**src/rtl/piso_serializer.sv**
```systemverilog
// piso_serializer: parallel-in, serial-out stage with a valid/ready word input.
// Each accepted WIDTH-bit word is sent one bit per tick. The last bit of the frame
// is flagged with ser_last. The bit order is selected by LSB_FIRST.
// Optional feature macro: PARITY_EN. When it is defined, an even-parity bit is sent
// after the data bits as the final bit of the frame.
// state_dbg exposes the FSM state: 0 = IDLE, 1 = SHIFT, 2 = PAR.

module piso_serializer #(
    parameter int WIDTH     = 4,
    parameter bit LSB_FIRST = 1'b0
) (
    input  logic             clk,
    input  logic             rst,
    input  logic [WIDTH-1:0] in_data,
    input  logic             in_valid,
    output logic             in_ready,
    input  logic             tick,
    output logic             ser_out,
    output logic             ser_valid,
    output logic             ser_last,
    output logic             busy,
    output logic [1:0]       state_dbg
);

    // Handshake: a word transfers on a rising clk edge where in_valid && in_ready.
    // in_ready depends only on the FSM state, never on in_valid. While busy, in_data
    // and in_valid are ignored. A held word therefore waits, and is neither dropped
    // nor overwritten. in_valid may be withdrawn before transfer without effect.

    localparam int CNT_W = $clog2(WIDTH + 1);
    localparam logic [CNT_W-1:0] LAST_IDX = CNT_W'(WIDTH - 1);

    typedef enum logic [1:0] {
        IDLE  = 2'd0,
        SHIFT = 2'd1
`ifdef PARITY_EN
        ,
        PAR   = 2'd2
`endif
    } state_t;

    state_t           state;
    logic [WIDTH-1:0] shift_reg;
    logic [CNT_W-1:0] bit_cnt;
`ifdef PARITY_EN
    logic             parity;
`endif

    // Frame FSM: load on handshake, consume one bit per tick, return to IDLE after the last bit
    always_ff @(posedge clk or posedge rst) begin
        if (rst) begin
            state     <= IDLE;
            shift_reg <= '0;
            bit_cnt   <= '0;
`ifdef PARITY_EN
            parity    <= 1'b0;
`endif
        end else begin
            case (state)
                IDLE: begin
                    // tick is deliberately ignored here; the first bit must be visible for a full tick period
                    if (in_valid) begin
                        shift_reg <= in_data;
                        bit_cnt   <= '0;
                        state     <= SHIFT;
`ifdef PARITY_EN
                        parity    <= ^in_data;
`endif
                    end
                end
                SHIFT: begin
                    if (tick) begin
                        // Move the next bit to the output end; vacated positions fill with zero
                        if (LSB_FIRST) begin
                            shift_reg <= {1'b0, shift_reg[WIDTH-1:1]};
                        end else begin
                            shift_reg <= {shift_reg[WIDTH-2:0], 1'b0};
                        end
                        // bit_cnt reaches WIDTH at most, which fits in CNT_W bits, so it never wraps
                        bit_cnt <= bit_cnt + CNT_W'(1);
                        if (bit_cnt == LAST_IDX) begin
`ifdef PARITY_EN
                            state <= PAR;
`else
                            state <= IDLE;
`endif
                        end
                    end
                end
`ifdef PARITY_EN
                PAR: begin
                    if (tick) begin
                        state <= IDLE;
                    end
                end
`endif
                default: state <= IDLE;
            endcase
        end
    end

    // Output decode from registered state; the data bit is taken from the output end of shift_reg
    always_comb begin
        in_ready  = (state == IDLE);
        busy      = (state != IDLE);
        ser_valid = (state != IDLE);
        state_dbg = state;
        ser_out   = LSB_FIRST ? shift_reg[0] : shift_reg[WIDTH-1];
`ifdef PARITY_EN
        ser_last  = (state == PAR);
        if (state == PAR) begin
            ser_out = parity;
        end
`else
        ser_last  = (state == SHIFT) && (bit_cnt == LAST_IDX);
`endif
    end

endmodule

```
**config.mk**
```make
export PLATFORM = sky130hd
export DESIGN_NAME = piso_serializer
export DESIGN_NICKNAME = d
export VERILOG_FILES = /design/src/rtl/piso_serializer.sv
export SDC_FILE = /design/constraint.sdc
export NUM_CORES = 1
export LEC_CHECK = 0
export ABC_AREA = 1
export CAP_MARGIN = 0
export CORE_AREA = 5 5 42 44
export CTS_BUF_LIST = sky130_fd_sc_hd__clkbuf_8
export CTS_CLUSTER_DIAMETER = 100
export DETAILED_ROUTE_END_ITERATION = 8
export DIE_AREA = 0 0 47 49
export GPL_TIMING_DRIVEN = 0
export HOLD_SLACK_MARGIN = 0.12
export MAX_ROUTING_LAYER = met4
export PLACE_DENSITY = 0.67
export SKIP_LAST_GASP = 1
export SYNTH_ARGS = -nofsm -noshare
export SYNTH_HDL_FRONTEND = slang
export SYNTH_SLANG_ARGS = --single-unit
export TNS_END_PERCENT = 50
```
**constraint.sdc**
```tcl
create_clock -name clk -period 1.34 [get_ports clk]
set_input_delay 0.201 -clock clk [delete_from_list [all_inputs] [get_ports clk]]
set_output_delay 0.201 -clock clk [all_outputs]
set_load 0.02 [all_outputs]
```
# [After elaboration in Yosys (flattened, before gate mapping)]
# Cells that the tools add are included.
[word_totals] out_inout_bits=7 regBits=9
[op_classes] n_eq_ne=5 addsub=1 mux=10 reduce_logical=6
[ops] cell="2-to-1 mux 4 bit" n=2
[ops] cell="case mux 4 bit (2 select lines)" n=1
[ops] cell="2-to-1 mux 2 bit" n=3
[ops] cell="2-to-1 mux 3 bit" n=2
[ops] cell="case mux 3 bit (2 select lines)" n=1
[ops] cell="AND reduction 3 bit" n=2
[ops] cell="inequality test 2 bit, second input constant" n=2
[ops] cell="case mux 2 bit (2 select lines)" n=1
[ops] cell="nonzero test 2 bit" n=2
[ops] cell="adder 3 x 1 -> 3 bit, second input constant" n=1
[ops] cell="equality test 3 x 2 -> 1 bit, second input constant" n=1
[ops] cell="equality test 2 x 1 -> 1 bit, second input constant" n=1
[ops] cell="zero test 2 bit" n=1
[ops] cell="inequality test 2 x 1 -> 1 bit, second input constant" n=1
[ops] cell="logical AND 1 bit" n=1

# [Logic depth before layout (Yosys ltp)]
# Gate-level depths: netlist of the first run.
[depth] word_depth=4 ltp_mapped=6 ltp_nobuf=5

# [Worst setup path before layout of the first run]
# OpenSTA, ideal clock, no wires.
[synth_timing] path_kind="register to register" start="register bit_cnt[0]" end="register bit_cnt[2]" setup_slack_ns=0.204 required_time_ns=1.275 period_less_slack_ns=1.136 t_arrival_ns=1.071 stages_incl_launch_ff=5 n_path_buf=0 path_cell_list="dfrtp_1 > ha_1 > ha_1 > or2_0 > nand2_1"
[synth_between] elab_chain_len=3
[synth_rtl] element="start, declared" line="44" source="logic [CNT_W-1:0] bit_cnt;"
[synth_rtl] element="start signal, assigned" line="80" source="bit_cnt <= bit_cnt + CNT_W'(1);"
[synth_rtl] element="adder 3 x 1 -> 3 bit" line="80"
[synth_rtl] element="2-to-1 mux 3 bit" line="72" source="if (tick) begin"
[synth_rtl] element="case mux 3 bit (2 select lines)" line="59" source="case (state)"
# No other way between the ends. The select of a mux whose other input is x is not followed.
# A chain may end at the register's enable or synchronous reset.

# [Final worst setup path of the first run]
[layout_timing] start="register state[0], in the netlist state_dbg[0]" end="output busy"
[layout_between] elab_chain_len=1
[layout_rtl] element="start, declared" line="42" source="state_t state;"
[layout_rtl] element="start signal, assigned" line="52" source="state <= IDLE;"
[layout_rtl] element="start signal, assigned" line="65" source="state <= SHIFT;"
[layout_rtl] element="start signal, assigned" line="85" source="state <= IDLE;"
[layout_rtl] element="nonzero test 2 bit" line="105" source="busy = (state != IDLE);"
[layout_rtl] element="end, declared" line="21" source="output logic busy,"
# No other way between the ends.

==> results of run 1 <==
worst max-delay path by stage:
stage / startpoint / end / slack, ns / depth (start not counted)
2_1_floorplan: bit_cnt[0] / bit_cnt[2] / 0.20 / 4
3_3_place_gp: bit_cnt[0] / ser_last / -0.25 / 5
3_5_place_dp: bit_cnt[0] / ser_last / -0.25 / 5
4_1_cts: state_dbg[0] / ser_valid / -0.20 / 2
5_1_grt: state_dbg[0] / busy / -0.15 / 1
6_report: state_dbg[0] / busy / -0.09 / 1
per-stage QoR:
stage	hold slack, ns	setup TNS (ns)
after floorplan	0.01666	0
after global placement	0.4708	-0.3756
after detailed placement	0.4846	-0.3855
after CTS	0.2414	-0.4580
after global routing	0.2645	-0.2592
final	0.2249	-0.1690
power breakdown:
group | internal, W | switching (W) | total [W]
Combinational | 0.000326 | 0.000365 | 0.000690
Sequential | 0.000343 | 0.0000606 | 0.000403
Clock | 0.000195 | 0.000101 | 0.000297
Total | 0.000864 | 0.000527 | 0.00139
layer usage:
metal,up-vias,GRT usage
met5,-,-
met4,0,0.08295
met3,4,0.03321
met2,9,0.1176
met1,183,0.1183
li1,208,-
worst reg2reg max path, stage by stage, from the launching register on:
cell     delay, ns
dfrtp_1       0.39
ha_2          0.21
ha_4          0.22
or2_0         0.20
nand2_1       0.06
layout make-up:
class / instances / area share
multi-input combinational: 40 / 0.3259
sequential: 8 / 0.2980
timing repair buffer: 15 / 0.2123
clock buffer: 3 / 0.06145
buffer: 4 / 0.05028
tap: 16 / 0.02980
inverter: 4 / 0.02235
logic make-up after synthesis:
group | Yosys count | synth area share
other | 1 | 0.008325
flip-flops | 8 | 0.4444
adder cells (fa/ha/maj) | 2 | 0.05555
buffers and inverters | 8 | 0.1083
AND/OR/NAND/NOR | 37 | 0.3833
cell usage after synthesis, drive strengths merged:
cell	n	share of area
or2	2	0.028
inv	4	0.033
dfrtp	8	0.44
nand2	26	0.26
conb	1	0.0083
ha	2	0.056
nand3	9	0.10
buf	4	0.075
timing repair:
action,4_1_cts,5_1_grt
gates resized for setup,9,8
setup buffers,0,2
endpoints found under the hold margin,0,0
pin swaps,0,3
endpoints found under the setup margin,6,5
==> impl_metrics.ini, run 1 <==
[clock_network]
clock_sinks = 8
clkLatencyLatePin_ns = 0.23
cts_tree = built
cts.clk_slew.worst_paths_ns = 0.04
cts_hold_buf = 0
clockRootBuffer = clkbuf_8
clk_path_buf_depth = 2
cts_made_buffers = 3
h-tree-depth = 1

[global_route]
grt_max_degree = 11
grt.overflow.total = 0
grt_pass1_wl_um = 1469
grtUsageTotal = 0.09579
antenna_found_initial = 0
grt_pass1_vias = 336

[routing]
drtAntennaViolNets = 0
drtIter0Drc = 1
first_pass_iters = 4
routed_wl_um = 989
route.met2.wl_um = 454
top_layer = met4
dr_wl_met3_um = 52
drc = 0
wl_met1_um = 457
via_per_inst = 4.489
vias = 404
avgRoutedWirePerCell_um = 10.99

[synth]
synth_area_um2 = 450.4
synth.distinct_cells = 12
syn-instance-count = 56
yosys_warnings = 0
syn-num-nets = 66
seq_area_frac_synth = 0.4444
ys_ff_latch = 8
syn-mean-instance-area_um2 = 8.043

[place]
post_dp_cell_area_um2 = 600.6
gp_congestion = 0.7025
dp_hpwl_um = 706.1
io_buffers = 13
dp.cells = 85
pre_cts_slack_ns = -0.2485

[floorplanning]
top_level_ports = 15
fp-row-count = 14
initial_core_util = 0.3214
die_width_um = 47
coreArea_mm2 = 0.001401
dieArea_mm2 = 0.002303
dieHeight_um = 49

[worst_setup_path]
critPathMaxStageDelay_ns = 0.62
rr_endpoint = bit_cnt[2]
crit_required_ns = 1.14
reg2reg_from = bit_cnt[1]
criticalPathCategory = reg2out
crit_path_start_kind = flop
critical_path.top_delay_family = buffers and inverters
path_max_fanout = 4
critical_path_buf_inv_count = 1
reg2reg_setup_slack_ns = 0.19
worstPathCellList = clkdlybuf4s50_1
slowest_stage = clkdlybuf4s50_1
crit_arrival_ns = 1.23
worst_setup_path_end_kind = primary output
r2r_cells = 4

[pwr]
ir_drop_mv = 0.6618
finalPower_w = 0.001390
powerDensity_mw_per_mm2 = 2069
leakage_nw = 0.3611

[sta]
fin_crit_ns = 1.433
rsz0062_at_grt = yes
finalCritPeriodShare = 1.069
setup_viol = 3
fin_skew_ns = 0.002093
setup_slack_ns = -0.09302
max_freq_mhz = 697.8
finalHoldViolations = 0
slew_viol_final = 0

[cells_and_area]
fin_area_um2 = 671.9
diodes = 0
layout-drive-gt1-share = 0.2568
area_delta_synth_final_pct = 49.17
regArea_um2 = 200.2
final_cells = 90
final_cell_mix = 22 x nand2_1, 9 x nand3_1, 9 x clkdlybuf4s50_1, 8 x dfrtp_1, 5 x buf_4
multiInputGateArea_um2 = 219.0
nets = 86
fillCellCount = 156
fin_util = 0.4795
layout_commonest_cell = nand2_1
largest_register_ffs = 4

[status]
violations = negative setup slack
outcome = finished, violations left

[worst_hold_path]
hold_class = in2async

[run]
maxCapViolCount = 0
Power figures use the tool's default switching activity.
==> run 2: changes to the inputs <==
- REMOVE_ABC_BUFFERS: not set -> 1
==> impl_metrics.ini, run 2 (synthesized netlist as in run 1, its figures left out) <==
[routing]
drtIter0Drc = 2
avgRoutedWirePerCell_um = 10.06
via_per_inst = 4.500
first_pass_iters = 4
drtAntennaViolNets = 0
routed_wl_um = 845
vias = 378
drc = 0

[pwr]
ir_drop_mv = 1.032
finalPower_w = 0.001226
powerDensity_mw_per_mm2 = 2012
leakage_nw = 0.3366

[floorplanning]
dieArea_mm2 = 0.002303
dieHeight_um = 49
initial_core_util = 0.3214
coreArea_mm2 = 0.001401
die_width_um = 47
fp-row-count = 14
top_level_ports = 15

[sta]
rsz0062_at_grt = yes
finalHoldViolations = 0
fin_crit_ns = 1.468
slew_viol_final = 0
fin_skew_ns = 0.0002231
max_freq_mhz = 681.1
setup_slack_ns = -0.1282
setup_viol = 2
setup_tns_ns = -0.1589
finalCritPeriodShare = 1.096

[worst_setup_path]
criticalPathCategory = reg2out
path_max_fanout = 3
crit_path_start_kind = flop
reg2reg_setup_slack_ns = 0.15
worst_setup_path_end_kind = primary output
rr_endpoint = bit_cnt[2]
critPathMaxStageDelay_ns = 0.39
path_common_cell = ha_1
reg2reg_from = bit_cnt[0]
crit_arrival_ns = 1.27
r2r_cells = 4
slowest_stage = dfrtp_1
worstPathCellList = ha_1, ha_1, nand2_1, inv_1, buf_2
crit_required_ns = 1.14

[run]
maxCapViolCount = 0

[status]
violations = negative setup slack
outcome = finished, violations left

[place]
gp_congestion = 0.7218
dp_hpwl_um = 632.5
io_buffers = 13

[cells_and_area]
area_delta_synth_final_pct = 35.28
fin_util = 0.4348
fillCellCount = 157
nets = 80
largest_register_ffs = 4
diodes = 0
layout-drive-gt1-share = 0.1471
final_cell_mix = 23 x nand2_1, 9 x nand3_1, 8 x clkdlybuf4s50_1, 7 x dfrtp_1
layout_commonest_cell = nand2_1

[clock_network]
clock_sinks = 8
clockRootBuffer = clkbuf_8
cts.clk_slew.worst_paths_ns = 0.04
cts_hold_buf = 0
clk_path_buf_depth = 2
post_cts_buffers = 0
h-tree-depth = 1
cts_tree = built
cts_made_buffers = 3
clkLatencyLatePin_ns = 0.22

[global_route]
grt_pass1_vias = 375
grt_pass1_wl_um = 1469
antenna_found_initial = 0
grtUsageTotal = 0.09091
grt.overflow.total = 0
grt_max_degree = 12

[worst_hold_path]
hold_class = in2async
==> run 2: timing repair <==
action	in CTS	in global routing
endpoints found under the setup margin	6	5
endpoints found under the hold margin	0	0
resized for setup	9	2
==> run 2: stage by stage <==
| stage | std cells | hold slack [ns] | instance area, um2 | setup slack [ns] |
|---|---|---|---|---|
| floorplan | 52 | 0.01666 | 416.7 | -0.1440 |
| global placement | 81 | 0.4642 | 566.8 | -0.2690 |
| detailed placement | 81 | 0.4718 | 566.8 | -0.2800 |
| finish | 84 | 0.2184 | 609.3 | -0.1282 |
| global route | 84 | 0.2474 | 609.3 | -0.1771 |
| CTS | 84 | 0.2332 | 604.3 | -0.2247 |
==> run 2: per-layer routing <==
metal,GRT usage,vias to the layer above,wire [um]
met1,0.1011,170,373
met3,0.02583,2,69
met5,-,-,0
li1,-,196,-
met4,0.06912,0,5
met2,0.1312,10,396
==> run 2: area by class of cell <==
| class | instances | area (um2) | share of cell area |
|---|---|---|---|
| clock buffer | 3 | 41.29 | 0.06776 |
| inverter | 4 | 15.01 | 0.02464 |
| sequential | 8 | 201.4 | 0.3306 |
| timing repair buffer | 13 | 130.1 | 0.2136 |
| multi-input combinational | 40 | 201.4 | 0.3306 |
| tap | 16 | 20.02 | 0.03285 |
==> run 2: worst max-delay path by stage <==
stage	end	slack, ns	cells past startpoint	startpoint
CTS	ser_valid	-0.22	1	state_dbg[0]
global route	ser_last	-0.18	5	bit_cnt[0]
floorplan	shift_reg[1]	-0.14	5	state_dbg[0]
finish	ser_last	-0.13	5	bit_cnt[0]
global placement	ser_last	-0.27	5	bit_cnt[0]
detailed placement	ser_last	-0.28	5	bit_cnt[0]
==> run 2: report_power, final <==
part / internal [W] / switching [W]
Clock: 0.000194 / 0.0000852
Sequential: 0.000345 / 0.0000866
Combinational: 0.000222 / 0.000293
==> run 2: critical path: cells and delay by family (launching register included) <==
family                   cells  cell delay (ns)
AND/OR/NAND/NOR              1             0.07
adder cells (fa/ha/maj)      2             0.41
buffers and inverters        2             0.17
flip-flops                   1             0.39
==> run 3: changes to the inputs <==
- TNS_END_PERCENT: 50 -> 30
==> impl_metrics.ini, run 3 (synthesized netlist as in run 1, its figures left out) <==
[sta]
finalCritPeriodShare = 1.160
fin_crit_ns = 1.554
setup_viol = 4
finalHoldViolations = 0
setup_slack_ns = -0.2142
slew_viol_final = 0
rsz0062_at_grt = yes
holdWs_ns = 0.2184
fin_skew_ns = 0.0002231
max_freq_mhz = 643.4

[cells_and_area]
diodes = 0
fin_area_um2 = 604.3
final_cell_mix = 23 x nand2_1, 9 x nand3_1, 9 x clkdlybuf4s50_1, 7 x dfrtp_1
layout_commonest_cell = nand2_1
nets = 80
largest_register_ffs = 4
layout-drive-gt1-share = 0.1324
area_delta_synth_final_pct = 34.17

[floorplanning]
coreArea_mm2 = 0.001401
die_width_um = 47
fp-row-count = 14
dieHeight_um = 49
initial_core_util = 0.3214
dieArea_mm2 = 0.002303
top_level_ports = 15

[routing]
drtAntennaViolNets = 0
vias = 378
drtIter0Drc = 2
routed_wl_um = 846
first_pass_iters = 4
via_per_inst = 4.500
drc = 0
avgRoutedWirePerCell_um = 10.07

[clock_network]
cts_made_buffers = 3
cts_tree = built
post_cts_buffers = 0
clock_sinks = 8
clockRootBuffer = clkbuf_8
clk_path_buf_depth = 2
h-tree-depth = 1
clkLatencyLatePin_ns = 0.22
cts_hold_buf = 0
cts.clk_slew.worst_paths_ns = 0.04

[worst_setup_path]
crit_path_start_kind = flop
path_max_fanout = 11
criticalPathCategory = reg2out
crit_arrival_ns = 1.35
reg2reg_setup_slack_ns = 0.15
slowest_stage = clkdlybuf4s50_1
worstPathCellList = clkdlybuf4s50_1
worst_setup_path_end_kind = primary output
critical_path.top_delay_family = buffers and inverters
critical_path_buf_inv_count = 1
crit_required_ns = 1.14
critPathMaxStageDelay_ns = 0.65

[place]
gp_congestion = 0.7218
post_dp_cell_area_um2 = 566.8
io_buffers = 13
dp_hpwl_um = 632.5

[global_route]
grtUsageTotal = 0.09091
grt_pass1_wl_um = 1469
grt_max_degree = 12
grt_pass1_vias = 375
antenna_found_initial = 0
grt.overflow.total = 0

[pwr]
leakage_nw = 0.3347
finalPower_w = 0.001224
sw_frac_of_total = 0.3799
p_switching_w = 0.0004649
intPower_w = 0.0007588
clkPwrFrac = 0.228
seqPwrFrac = 0.353
p_comb_frac = 0.419
powerDensity_mw_per_mm2 = 2025
ir_drop_mv = 1.048

[status]
outcome = finished, violations left
violations = negative setup slack

[worst_hold_path]
hold_class = in2async

[run]
maxCapViolCount = 0
## run 3: cell types whose count changed in the layout (fill, tap and decap cells not counted), sizes merged
cell | before | now
clkdlybuf4s15 | 1 | 0
clkdlybuf4s50 | 8 | 9
dlymetal6s2s | 2 | 1
dlygate4sd2 | 1 | 2
## run 3: what timing repair did
| action | CTS | global route |
|---|---|---|
| gates resized for setup | 7 | 1 |
| endpoints found under the setup margin | 6 | 5 |
| gates cloned | 0 | 0 |
## run 3: area by class of cell
type | count | area [um2]
fillers | 158 | 797.0
clock buffers | 3 | 41.29
flip-flops and latches | 8 | 201.4
multi-input cells | 40 | 201.4
well taps | 16 | 20.02
repair buffers | 13 | 125.1
inverters | 4 | 15.01
## run 3: final timing paths
kind | endpoint | start | cells after the start
max | ser_valid | state_dbg[0] | 1
min | bit_cnt[0] | rst | 2
max in group asynchronous | state_dbg[0] | rst | 2
max reg2reg | bit_cnt[2] | bit_cnt[0] | 4
min in group clk | bit_cnt[2] | bit_cnt[2] | 2
min reg2reg | bit_cnt[2] | bit_cnt[2] | 2
## run 3: per-stage QoR
step	utilization	cells	setup TNS (ns)	setup slack, ns
6_report	0.4313	84	-0.4248	-0.2142
5_1_grt	0.4313	84	-0.6435	-0.2599
4_1_cts	0.4295	84	-0.7085	-0.2247
3_5_place_dp	0.4045	81	-0.7490	-0.2800
3_3_place_gp	0.4045	81	-0.7234	-0.2690
2_1_floorplan	-	52	-0.7319	-0.1440
## run 3: metal layers
layer  track usage  routed length [um]
met4       0.06912                   5
met5             -                   0
met3       0.02583                  69
met1        0.1011                 375
met2        0.1312                 395
## run 3: power by group through the flow
stage	Sequential [W]	Combinational, W	Clock (W)
after detailed placement	0.000434	0.000546	0
after global placement	0.000429	0.000542	0
after floorplan	0.000476	0.000283	0
final	0.000432	0.000512	0.000279
after global routing	0.000447	0.000588	0.000304
after CTS	0.000434	0.000526	0.000290
